===== config.mk =====
export PLATFORM = sky130hd
export DESIGN_NAME = unidade_de_busca
export DESIGN_NICKNAME = d
export VERILOG_FILES = /design/src/rtl/unidade_de_busca_pkg.sv /design/src/rtl/contador_de_programa.sv /design/src/rtl/unidade_de_busca.sv
export SDC_FILE = /design/constraint.sdc
export NUM_CORES = 1
export LEC_CHECK = 0
export CORE_ASPECT_RATIO = 1.4
export CORE_MARGIN = 2
export CORE_UTILIZATION = 46
export CTS_BUF_LIST = sky130_fd_sc_hd__clkbuf_4
export CTS_CLUSTER_DIAMETER = 150
export DETAILED_ROUTE_END_ITERATION = 8
export PLACE_DENSITY = 0.84
export SLEW_MARGIN = 30
export SYNTH_ARGS = -nofsm -noshare
export SYNTH_HDL_FRONTEND = slang
export SYNTH_HIERARCHICAL = 1
export SYNTH_SLANG_ARGS = --single-unit
export TNS_END_PERCENT = 100

===== constraint.sdc =====
create_clock -name clock -period 5 [get_ports clock]
set_clock_uncertainty 0.15 [all_clocks]
set_input_delay 1.5 -clock clock [delete_from_list [all_inputs] [get_ports clock]]
set_output_delay 1.5 -clock clock [all_outputs]
set_load 0.01 [all_outputs]

===== src/rtl/unidade_de_busca_pkg.sv =====
// pacote_processador: instruction width, opcode field position, hlt opcode and fetch states shared by the processor blocks
package pacote_processador;
  localparam int LARGURA_INSTR = 32;
  localparam int OPCODE_MSB = 31;
  localparam int OPCODE_LSB = 27;
  localparam logic [4:0] OPCODE_HLT = 5'd18;
  typedef enum logic [1:0] {ESPERA, BUSCA, PARADO} estado_t;
  function automatic logic eh_hlt(input logic [LARGURA_INSTR-1:0] w);
    return w[OPCODE_MSB:OPCODE_LSB] == OPCODE_HLT;
  endfunction
endpackage


===== src/rtl/contador_de_programa.sv =====
// contador_de_programa: PC register; clk/rst, carregar_i loads destino_i, incrementar_i adds 1, pc_o is the current PC
module contador_de_programa #(
  parameter logic [31:0] ENDERECO_INICIAL = 32'd1
) (
  input  logic        clk,
  input  logic        rst,
  input  logic        carregar_i,
  input  logic        incrementar_i,
  input  logic [31:0] destino_i,
  output logic [31:0] pc_o
);
  logic [31:0] pc_q, pc_d;
  always_comb pc_d = carregar_i ? destino_i : incrementar_i ? pc_q + 32'd1 : pc_q;
  always_ff @(posedge clk) begin
    if (rst) pc_q <= ENDERECO_INICIAL;
    else pc_q <= pc_d;
  end
  assign pc_o = pc_q;
endmodule


===== src/rtl/unidade_de_busca.sv =====
// unidade_de_busca: instruction fetch; endereco/instrucao memory side, ir/ir_valido/avancar/pc_atual decoder side, desvio/destino redirect, parado/erro status
module unidade_de_busca
  import pacote_processador::*;
#(
  parameter int unsigned ENDERECO_INICIAL = 1,
  parameter int unsigned TAM_MEMORIA = 21
) (
  input  logic                     clock,
  input  logic                     reset,
  output logic [31:0]              endereco,
  input  logic [LARGURA_INSTR-1:0] instrucao,
  output logic [LARGURA_INSTR-1:0] ir,
  output logic                     ir_valido,
  input  logic                     avancar,
  output logic [31:0]              pc_atual,
  input  logic                     desvio,
  input  logic [31:0]              destino,
  output logic                     parado,
  output logic                     erro
);
  estado_t estado_q, estado_d;
  logic [LARGURA_INSTR-1:0] ir_q, ir_d;
  logic [31:0] pc_atual_q, pc_atual_d, pc;
  logic valido_q, valido_d, erro_q, erro_d;
  logic carregar, busca, em_faixa, hlt, incrementar;
  contador_de_programa #(.ENDERECO_INICIAL(32'(ENDERECO_INICIAL))) u_pc (
    .clk(clock),
    .rst(reset),
    .carregar_i(carregar),
    .incrementar_i(incrementar),
    .destino_i(destino),
    .pc_o(pc)
  );
  always_comb begin
    carregar = desvio && estado_q != PARADO;
    busca = estado_q == BUSCA && !desvio && (!valido_q || avancar);
    em_faixa = pc <= 32'(TAM_MEMORIA - 1);
    hlt = eh_hlt(instrucao);
    incrementar = busca && em_faixa && !hlt;
    estado_d = estado_q == ESPERA ? BUSCA : estado_q;
    ir_d = ir_q;
    pc_atual_d = pc_atual_q;
    valido_d = valido_q && !avancar;
    erro_d = erro_q;
    if (carregar) valido_d = 1'b0;
    else if (busca && em_faixa) begin
      ir_d = instrucao;
      pc_atual_d = pc;
      valido_d = 1'b1;
      if (hlt) estado_d = PARADO;
    end else if (busca) begin
      valido_d = 1'b0;
      erro_d = 1'b1;
      estado_d = PARADO;
    end
  end
  always_ff @(posedge clock) begin
    if (reset) begin
      estado_q <= ESPERA;
      ir_q <= '0;
      pc_atual_q <= '0;
      valido_q <= 1'b0;
      erro_q <= 1'b0;
    end else begin
      estado_q <= estado_d;
      ir_q <= ir_d;
      pc_atual_q <= pc_atual_d;
      valido_q <= valido_d;
      erro_q <= erro_d;
    end
  end
  assign endereco = pc;
  assign ir = ir_q;
  assign ir_valido = valido_q;
  assign pc_atual = pc_atual_q;
  assign parado = estado_q == PARADO;
  assign erro = erro_q;
endmodule


; ---- Word level (Yosys, flattened, before mapping)
; Index checks and enable logic that the tools add are counted.
[totals]
output_inout_bits = 99
word_cells = 39
ff_bits = 100
[op_classes]
n_bitwise = 2
n_reduce_logical = 16
n_eq_ne = 4
magnitude_cmp = 1
n_addsub = 1
muxes = 9
[op_table]
columns = operator, count
row1 = 32-bit two-way mux, 2
row2 = "32-bit by 1-bit adder with 32-bit output, second input constant", 1
row3 = "32-bit by 5-bit <= comparator with 1-bit output, second input constant", 1
row4 = 2-bit two-way mux, 5
row5 = 1-bit logical AND, 6
row6 = "5-bit == test, second input constant", 1
row7 = 1-bit logical NOT, 4
row8 = 3-bit AND reduction, 1
row9 = "2-bit by 1-bit == test with 1-bit output, second input constant", 1
row10 = "2-bit == test, second input constant", 1
row11 = 2-bit logical NOT, 1
row12 = 1-bit two-way mux, 2
row13 = "2-bit inequality test, second input constant", 1
row14 = 1-bit inverter, 2
row15 = 2-bit AND reduction, 1
row16 = 2-bit nonzero test, 1
row17 = 2-bit OR reduction, 1
row18 = 1-bit logical OR, 1

; ---- Longest topological paths before layout
; Gate-level depths: netlist (run 1).
[depth]
word_depth = 7
ltp_mapped = 11

; ---- Modules after synthesis
; Netlist (run 1), hierarchy kept.
[by_module_without_submodules]
columns = module, seq_area_each_um2, area_per_inst_um2, cells_each, n_inst
row1 = unidade_de_busca, 1361.3, 2521.2, 257, 1
row2 = contador_de_programa, 640.6, 1981.9, 244, 1

; ---- Worst setup path before layout (run 1)
; OpenSTA, ideal clock, no wires.
[synth_timing]
kind = input-to-reg
from = input port desvio
to = register u_pc.pc_q[21] (netlist: u_pc/pc_o[21])
n_path_buf = 3
setup_ps = 91
required_time_ps = 4759
setup_slack_ps = 790
t_arrival_ps = 3969
cell_stages = 11
path_cell_list = or3b_1 nor2_1 nor4b_4 buf_6 nor2b_1 and3_1 clkbuf_1 nand3_1 clkbuf_1 or4_1 a311oi_1
[synth_via]
elab_chain_len = 6
[synth_lines]
columns = item, line_no
row1 = from (decl), unidade_de_busca.sv:16  ; input logic desvio,
row2 = 1-bit logical NOT, unidade_de_busca.sv:36  ; busca = estado_q == BUSCA && !desvio && (!valido_q || avancar);
row3 = 1-bit logical AND (2 in a row), unidade_de_busca.sv:36
row4 = 1-bit logical AND (2 in a row), unidade_de_busca.sv:39  ; incrementar = busca && em_faixa && !hlt;
row5 = via incrementar, unidade_de_busca.sv:25  ; logic carregar, busca, em_faixa, hlt, incrementar;
row6 = 2-bit nonzero test (no source line), -
row7 = to (signal assigned), contador_de_programa.sv:16  ; else pc_q <= pc_d;
row8 = to (decl), contador_de_programa.sv:12  ; logic [31:0] pc_q, pc_d;
; The timed path passes the listed nets, and every way through them passes these cells.
; A chain may end at the register's enable or synchronous reset.

; ---- Final worst setup path (run 1)
[layout_timing]
from = input port desvio
to = register u_pc.pc_q[15] (netlist: u_pc/pc_o[15])
; The elaborated chain is that of the path after synthesis.

==> impl_metrics.prom, run 1 <==
# TYPE chip_impl_metric gauge
chip_impl_info{name="min-delay-start",value="ir[28]"} 1
chip_impl_metric{name="antennaDiodeCount",unit=""} 0
chip_impl_metric{name="insertion_delay",unit="ns"} 0.46
chip_impl_metric{name="ys_warn_count",unit=""} 6
chip_impl_metric{name="num_rows",unit=""} 42
chip_impl_metric{name="detail_route.vias_per_cell",unit=""} 5.637
chip_impl_metric{name="rrSetupSlack",unit="ns"} 1.51
chip_impl_metric{name="setup_viol_count_final",unit=""} 0
chip_impl_metric{name="synth_top_area_share",unit="%"} 44.46
chip_impl_info{name="worstSetupPathType",value="input pin to register"} 1
chip_impl_metric{name="initial_antenna_violation_count",unit=""} 0
chip_impl_metric{name="fmaxAchievable",unit="MHz"} 230.8
chip_impl_metric{name="min_delay_path_depth",unit=""} 2
chip_impl_info{name="synth_top_cell_by_area",value="dfxtp_1"} 1
chip_impl_metric{name="detail_route.wl_per_cell",unit="µm"} 16.48
chip_impl_metric{name="layout-drive-gt1-share",unit="%"} 5.488
chip_impl_info{name="outcome",value="finished, final reports clean"} 1
chip_impl_info{name="tritoncts",value="built"} 1
chip_impl_info{name="cell_with_the_largest_stage_delay_on_the_worst_path",value="or4_1"} 1
chip_impl_metric{name="die_area",unit="mm²"} 0.01061
chip_impl_metric{name="grt_remaining_overflow",unit=""} 0
chip_impl_metric{name="crit_path_max_incr_delay",unit="ns"} 0.61
chip_impl_metric{name="post_cts_buffers",unit=""} 0
chip_impl_metric{name="vias_in_the_first_global_route",unit=""} 4231
chip_impl_metric{name="ys_seq_area_share",unit="%"} 44.46
chip_impl_metric{name="detailedRoute.firstPassIterationCount",unit=""} 5
chip_impl_metric{name="post-route-period-util",unit="%"} 86.66
chip_impl_metric{name="dr_total_vias",unit=""} 4442
chip_impl_metric{name="grtUsageTotal",unit="%"} 24.03
chip_impl_info{name="reg2reg_to",value="u_pc/pc_o[15]"} 1
chip_impl_metric{name="synth.ff_latch_count",unit=""} 100
chip_impl_metric{name="drv_slew",unit=""} 0
chip_impl_metric{name="finalWorstPathRequiredPeriod",unit="ns"} 4.333
chip_impl_metric{name="crit_fanout",unit=""} 12
chip_impl_info{name="ctsRootBufferMaster",value="clkbuf_4"} 1
chip_impl_info{name="worst_setup_path_end_kind",value="register"} 1
chip_impl_metric{name="leakage",unit="nW"} 2.124
chip_impl_metric{name="timing.reg2reg.worst_path_depth",unit=""} 8
chip_impl_metric{name="core_region_area",unit="mm²"} 0.009512
chip_impl_metric{name="grt_first_pass_wirelength",unit="mm"} 20.21
chip_impl_metric{name="post_synth.cell_area_avg",unit="µm²"} 8.988
chip_impl_info{name="reg2reg_from",value="u_pc/pc_o[16]"} 1
chip_impl_metric{name="yosysUniqueCellTypes",unit=""} 49
chip_impl_metric{name="critPathBufInv",unit=""} 1
chip_impl_metric{name="worst_slew_pin_slew",unit="ns"} 0.8867
chip_impl_metric{name="number_of_flops_mapped_to_enable_cells_by_yosys",unit=""} 0
chip_impl_metric{name="place.gp.congestion",unit=""} 0.9165
chip_impl_metric{name="maxCapViolCount",unit=""} 0
chip_impl_info{name="synth-main-ff-cell",value="dfxtp_1"} 1
chip_impl_metric{name="combined_area_of_all_synthesized_cells",unit="mm²"} 0.004503
chip_impl_metric{name="drt.antenna.violating_nets",unit=""} 0
chip_impl_metric{name="ios",unit=""} 167
chip_impl_info{name="synth.area.top_cells",value="dfxtp_1 (44%), mux2i_1 (8.4%), nand2_1 (7.5%)"} 1
chip_impl_metric{name="start_util",unit="%"} 47.34
chip_impl_metric{name="cts_inserted_buffers",unit=""} 9
chip_impl_metric{name="hpwlAfterDp",unit="mm"} 9.366
chip_impl_metric{name="die_w",unit="µm"} 87.62
chip_impl_metric{name="async_reset_ff_share",unit="%"} 0
chip_impl_metric{name="power_per_cell_area",unit="mW/mm²"} 236.6
chip_impl_metric{name="clkSlewWorstSetupHoldPaths",unit="ns"} 0.16
chip_impl_metric{name="detail_route.drc_violations",unit=""} 0
chip_impl_metric{name="cts_htree_levels",unit=""} 3
chip_impl_metric{name="area_growth_syn_to_layout",unit="%"} 40.29
chip_impl_info{name="grt_setup_unrepaired",value="no"} 1
chip_impl_metric{name="ir_worst_vdd",unit="mV"} 0.1336
chip_impl_metric{name="clockBufferDepth",unit=""} 2
chip_impl_metric{name="ctsResizeCount",unit=""} 0
chip_impl_info{name="timing.critical_path.from_type",value="input pin"} 1
chip_impl_metric{name="fin_setup_tns",unit="ns"} 0
chip_impl_metric{name="wl",unit="mm"} 12.99
chip_impl_metric{name="finalNonFillerCells",unit=""} 788
chip_impl_metric{name="clock-sinks",unit=""} 100
chip_impl_metric{name="hold_viol",unit=""} 0
chip_impl_info{name="yosysMostFrequentCell",value="dfxtp_1"} 1
chip_impl_metric{name="detail_route.iter0.violations",unit=""} 253
chip_impl_metric{name="crit_required",unit="ns"} 5.21
chip_impl_info{name="crit_chain",value="clkdlybuf4s50_1 > or3b_1 > nor2_1 > nor4b_4 > nor2b_1 > and3_1 > nand3_1 > or4_1 > a311oi_1"} 1
chip_impl_metric{name="die_height",unit="µm"} 121.1
chip_impl_info{name="commonest_cells_in_the_synthesized_netlist",value="dfxtp_1 (100), nand2_1 (90), mux2i_1 (38)"} 1
chip_impl_info{name="critical_path.top_delay_family",value="simple AND/OR/NAND/NOR gates"} 1
chip_impl_metric{name="placedCellCount",unit=""} 772
chip_impl_info{name="worst_hold_path_type",value="register to register"} 1
chip_impl_metric{name="cp.arrival",unit="ns"} 4.55
chip_impl_metric{name="max_slew_margin",unit="%"} 40.89
chip_impl_metric{name="numPortBuffers",unit=""} 166
chip_impl_metric{name="grt_max_degree",unit=""} 78
chip_impl_info{name="worstHoldEndpoint",value="ir[28]"} 1
chip_impl_metric{name="synthesis.instances",unit=""} 501
chip_impl_metric{name="cts_hold_repair.buffers",unit=""} 0
chip_impl_metric{name="syn_nets",unit=""} 570
chip_impl_metric{name="layout.nets",unit=""} 720
-- worst max-delay path by stage --
| stage | start | end | depth (start not counted) |
|---|---|---|---|
| 3_5_place_dp | desvio | u_pc/pc_o[15] | 9 |
| 2_1_floorplan | desvio | u_pc/pc_o[21] | 11 |
| 4_1_cts | desvio | u_pc/pc_o[15] | 9 |
| 3_3_place_gp | desvio | u_pc/pc_o[15] | 9 |
| 6_report | desvio | u_pc/pc_o[15] | 9 |
| 5_1_grt | desvio | u_pc/pc_o[15] | 9 |
-- where the power goes --
group	internal (mW)	switching (mW)	leakage, nW
clock network	0.116	0.299	0.0714
logic	0.120	0.0923	1.24
registers	0.821	0.0471	0.814
-- sequential cells by signal (all words and copies together), names as in the netlist --
register	cells
pc_atual	32
ir_valido	1
estado_q	2
erro	1
u_pc/pc_o	32
ir	32
-- metrics by stage --
stage | instance area [µm²] | util, % | setup WS, ns | power, mW | hold slack [ns]
after floorplan | 4503 | - | 0.7904 | 0.9655 | 0.3290
after global placement | 6182 | 65.00 | 0.4836 | 1.089 | 0.2916
after detailed placement | 6185 | 65.02 | 0.3062 | 1.093 | 0.2965
after CTS | 6317 | 66.42 | 0.7601 | 1.504 | 0.3173
after global routing | 6317 | 66.42 | 0.5462 | 1.564 | 0.3362
final | 6317 | 66.42 | 0.6669 | 1.495 | 0.3137
-- logic make-up after synthesis --
family	after synthesis	share of synthesized area [%]
XOR/XNOR	12	2.334
flip-flops	100	44.46
multiplexers	38	8.447
buffers and inverters	48	5.585
AND/OR/NAND/NOR	238	28.42
AO/OA/AOI/OAI	64	10.47
adder cells (fa/ha/maj)	1	0.2778
-- routing by layer --
metal  GRT usage (%)  vias to the layer above  wire, µm
li1                -                     2110         -
met1           28.33                     2059      5172
met2           41.90                      247      6433
met3           5.782                       26      1105
met4           8.269                        0       278
met5               0                        -         0
-- worst min-delay path: stages (launching register included) --
cell	delay, ns
dfxtp_1	0.33
nand2_1	0.05
mux2i_1	0.05
-- final cells by class --
class	instances	area [µm²]
fill	792	3194
multi-input combinational	353	2250
sequential	100	2002
timing repair buffer	174	1717
tap	132	165.2
clock buffer	9	67.56
clock inverter	7	65.06
inverter	13	51.30
-- cell usage in the layout (no fill, tap or decap), types with 12 or more instances in the layout --
cell type and instances:
nand3_1 13, nand4_1 12, nor4_1 12, nor2_1 32
mux2i_1 38, clkdlybuf4s50_1 165, nand2_1 90, nor3b_1 30
dfxtp_1 100
(Power assumes the default switching activity.)
==> run 2: changes to the inputs <==
--- a/config.mk
+++ b/config.mk
@@ -5,6 +5,7 @@
 export SDC_FILE = /design/constraint.sdc
 export NUM_CORES = 1
 export LEC_CHECK = 0
+export CAP_MARGIN = 40
 export CORE_ASPECT_RATIO = 1.4
 export CORE_MARGIN = 2
 export CORE_UTILIZATION = 46
==> impl_metrics.prom, run 2 (synthesis results as in run 1) <==
# TYPE chip_impl_metric gauge
chip_impl_metric{name="vias_in_the_first_global_route",unit=""} 4231
chip_impl_info{name="grt_setup_unrepaired",value="no"} 1
chip_impl_metric{name="cts_hold_repair.buffers",unit=""} 0
chip_impl_info{name="timing.critical_path.from_type",value="input pin"} 1
chip_impl_info{name="layout.cells.most_common",value="clkdlybuf4s50_1"} 1
chip_impl_metric{name="finalHoldWorstSlack",unit="ns"} 0.3152
chip_impl_metric{name="grt_first_pass_wirelength",unit="mm"} 20.21
chip_impl_metric{name="hold_viol",unit=""} 0
chip_impl_metric{name="numPortBuffers",unit=""} 166
chip_impl_metric{name="detail_route.vias_per_cell",unit=""} 5.589
chip_impl_info{name="tritoncts",value="built"} 1
chip_impl_info{name="ctsRootBufferMaster",value="clkbuf_4"} 1
chip_impl_metric{name="clkSlewWorstSetupHoldPaths",unit="ns"} 0.17
chip_impl_metric{name="die_area",unit="mm²"} 0.01061
chip_impl_metric{name="placedCellCount",unit=""} 772
chip_impl_metric{name="cts_htree_levels",unit=""} 3
chip_impl_metric{name="layout.nets",unit=""} 721
chip_impl_info{name="reg2reg_from",value="u_pc/pc_o[16]"} 1
chip_impl_metric{name="finalWorstPathRequiredPeriod",unit="ns"} 4.341
chip_impl_metric{name="fin_setup_tns",unit="ns"} 0
chip_impl_metric{name="post_cts_buffers",unit=""} 0
chip_impl_metric{name="area_growth_syn_to_layout",unit="%"} 40.73
chip_impl_metric{name="die_w",unit="µm"} 87.62
chip_impl_metric{name="setup_ws",unit="ns"} 0.6589
chip_impl_metric{name="leakage",unit="nW"} 2.132
chip_impl_metric{name="setup_viol_count_final",unit=""} 0
chip_impl_info{name="crit_chain",value="clkdlybuf4s50_1 > or3b_1 > nor2_1 > nor4b_4 > nor2b_1 > and3_1 > nand3_1 > or4_1 > a311oi_1"} 1
chip_impl_metric{name="power_per_cell_area",unit="mW/mm²"} 235.7
chip_impl_metric{name="detailedRoute.firstPassIterationCount",unit=""} 4
chip_impl_metric{name="detail_route.drc_violations",unit=""} 0
chip_impl_metric{name="crit_path_max_incr_delay",unit="ns"} 0.61
chip_impl_metric{name="start_util",unit="%"} 47.34
chip_impl_info{name="outcome",value="finished, final reports clean"} 1
chip_impl_metric{name="cp.arrival",unit="ns"} 4.55
chip_impl_metric{name="fmaxAchievable",unit="MHz"} 230.4
chip_impl_metric{name="grt_max_degree",unit=""} 78
chip_impl_metric{name="ctsResizeCount",unit=""} 0
chip_impl_metric{name="grtUsageTotal",unit="%"} 24.03
chip_impl_metric{name="insertion_delay",unit="ns"} 0.46
chip_impl_metric{name="antennaDiodeCount",unit=""} 0
chip_impl_metric{name="initial_antenna_violation_count",unit=""} 0
chip_impl_metric{name="finalNonFillerCells",unit=""} 789
chip_impl_metric{name="detail_route.iter0.violations",unit=""} 248
chip_impl_info{name="worstSetupPathType",value="input pin to register"} 1
chip_impl_metric{name="drv_slew",unit=""} 0
chip_impl_metric{name="clockBufferDepth",unit=""} 2
chip_impl_metric{name="place.gp.congestion",unit=""} 0.9165
chip_impl_info{name="min-delay-start",value="ir[24]"} 1
chip_impl_metric{name="grt_remaining_overflow",unit=""} 0
chip_impl_metric{name="hpwlAfterDp",unit="mm"} 9.366
chip_impl_metric{name="dr_total_vias",unit=""} 4410
chip_impl_metric{name="max_slew_margin",unit="%"} 55.65
chip_impl_metric{name="clock-sinks",unit=""} 100
chip_impl_info{name="layout_common_cells",value="clkdlybuf4s50_1 (165), dfxtp_1 (100), nand2_1 (90)"} 1
chip_impl_metric{name="detail_route.wl_per_cell",unit="µm"} 16.44
chip_impl_metric{name="rrSetupSlack",unit="ns"} 1.49
chip_impl_metric{name="core_region_area",unit="mm²"} 0.009512
chip_impl_metric{name="cts_inserted_buffers",unit=""} 9
chip_impl_metric{name="post-route-period-util",unit="%"} 86.82
chip_impl_metric{name="wl",unit="mm"} 12.97
chip_impl_metric{name="layout-drive-gt1-share",unit="%"} 5.632
chip_impl_info{name="worst_hold_path_type",value="register to register"} 1
chip_impl_metric{name="num_rows",unit=""} 42
chip_impl_info{name="cell_with_the_largest_stage_delay_on_the_worst_path",value="or4_1"} 1
chip_impl_metric{name="crit_required",unit="ns"} 5.21
chip_impl_info{name="worstSetupStartpoint",value="desvio"} 1
chip_impl_metric{name="ir_worst_vdd",unit="mV"} 0.1341
chip_impl_metric{name="worst_slew_pin_slew",unit="ns"} 0.6653
chip_impl_metric{name="finish.utilization",unit="%"} 66.63
chip_impl_info{name="worst_setup_path_end_kind",value="register"} 1
chip_impl_metric{name="ios",unit=""} 167
chip_impl_metric{name="crit_fanout",unit=""} 12
chip_impl_metric{name="drt.antenna.violating_nets",unit=""} 0
chip_impl_metric{name="maxCapViolCount",unit=""} 0
chip_impl_metric{name="preCtsSetupSlack",unit="ns"} 0.3062
chip_impl_metric{name="die_height",unit="µm"} 121.1
[run 2: cell types whose count changed in the layout (fill, tap and decap cells not counted)]
cell	delta
buf_12	+1
[run 2: per-stage QoR]
| stage | instance area, µm² | total power, mW |
|---|---|---|
| floorplan | 4503 | 0.9655 |
| global placement | 6182 | 1.089 |
| detailed placement | 6185 | 1.093 |
| CTS | 6317 | 1.504 |
| global route | 6337 | 1.564 |
| finish | 6337 | 1.494 |
[run 2: cell type report]
cell class | count | area [µm²]
fillers | 790 | 3174
multi-input cells | 353 | 2250
well taps | 132 | 165.2
clock inverters | 7 | 65.06
inverters | 13 | 51.30
repair buffers | 175 | 1737
flip-flops and latches | 100 | 2002
clock buffers | 9 | 67.56
[run 2: critical path: cells and delay by family]
family                 cells  cell delay [ns]
and+or+nand+nor            7             2.33
buffers and inverters      1             0.42
AOI/OAI and AO/OA          1             0.31
[run 2: path summary, 6_finish.rpt]
check,cells past startpoint,endpoint
setup / recovery,9,u_pc/pc_o[15]
hold / removal,2,ir[24]
setup reg to reg,8,u_pc/pc_o[15]
hold reg to reg,2,ir[24]
[run 2: power by group]
group	switching [mW]	internal, mW
Sequential	0.0468	0.821
Clock	0.298	0.116
Combinational	0.0922	0.120
Total	0.437	1.06
[run 2: per-layer routing]
layer | track usage [%] | share of wire, % | vias to the layer above
li1 | - | - | 2114
met1 | 28.33 | 40 | 2044
met2 | 41.90 | 50 | 226
met3 | 5.782 | 8.3 | 26
met4 | 8.269 | 2.0 | 0
met5 | 0 | 0 | -
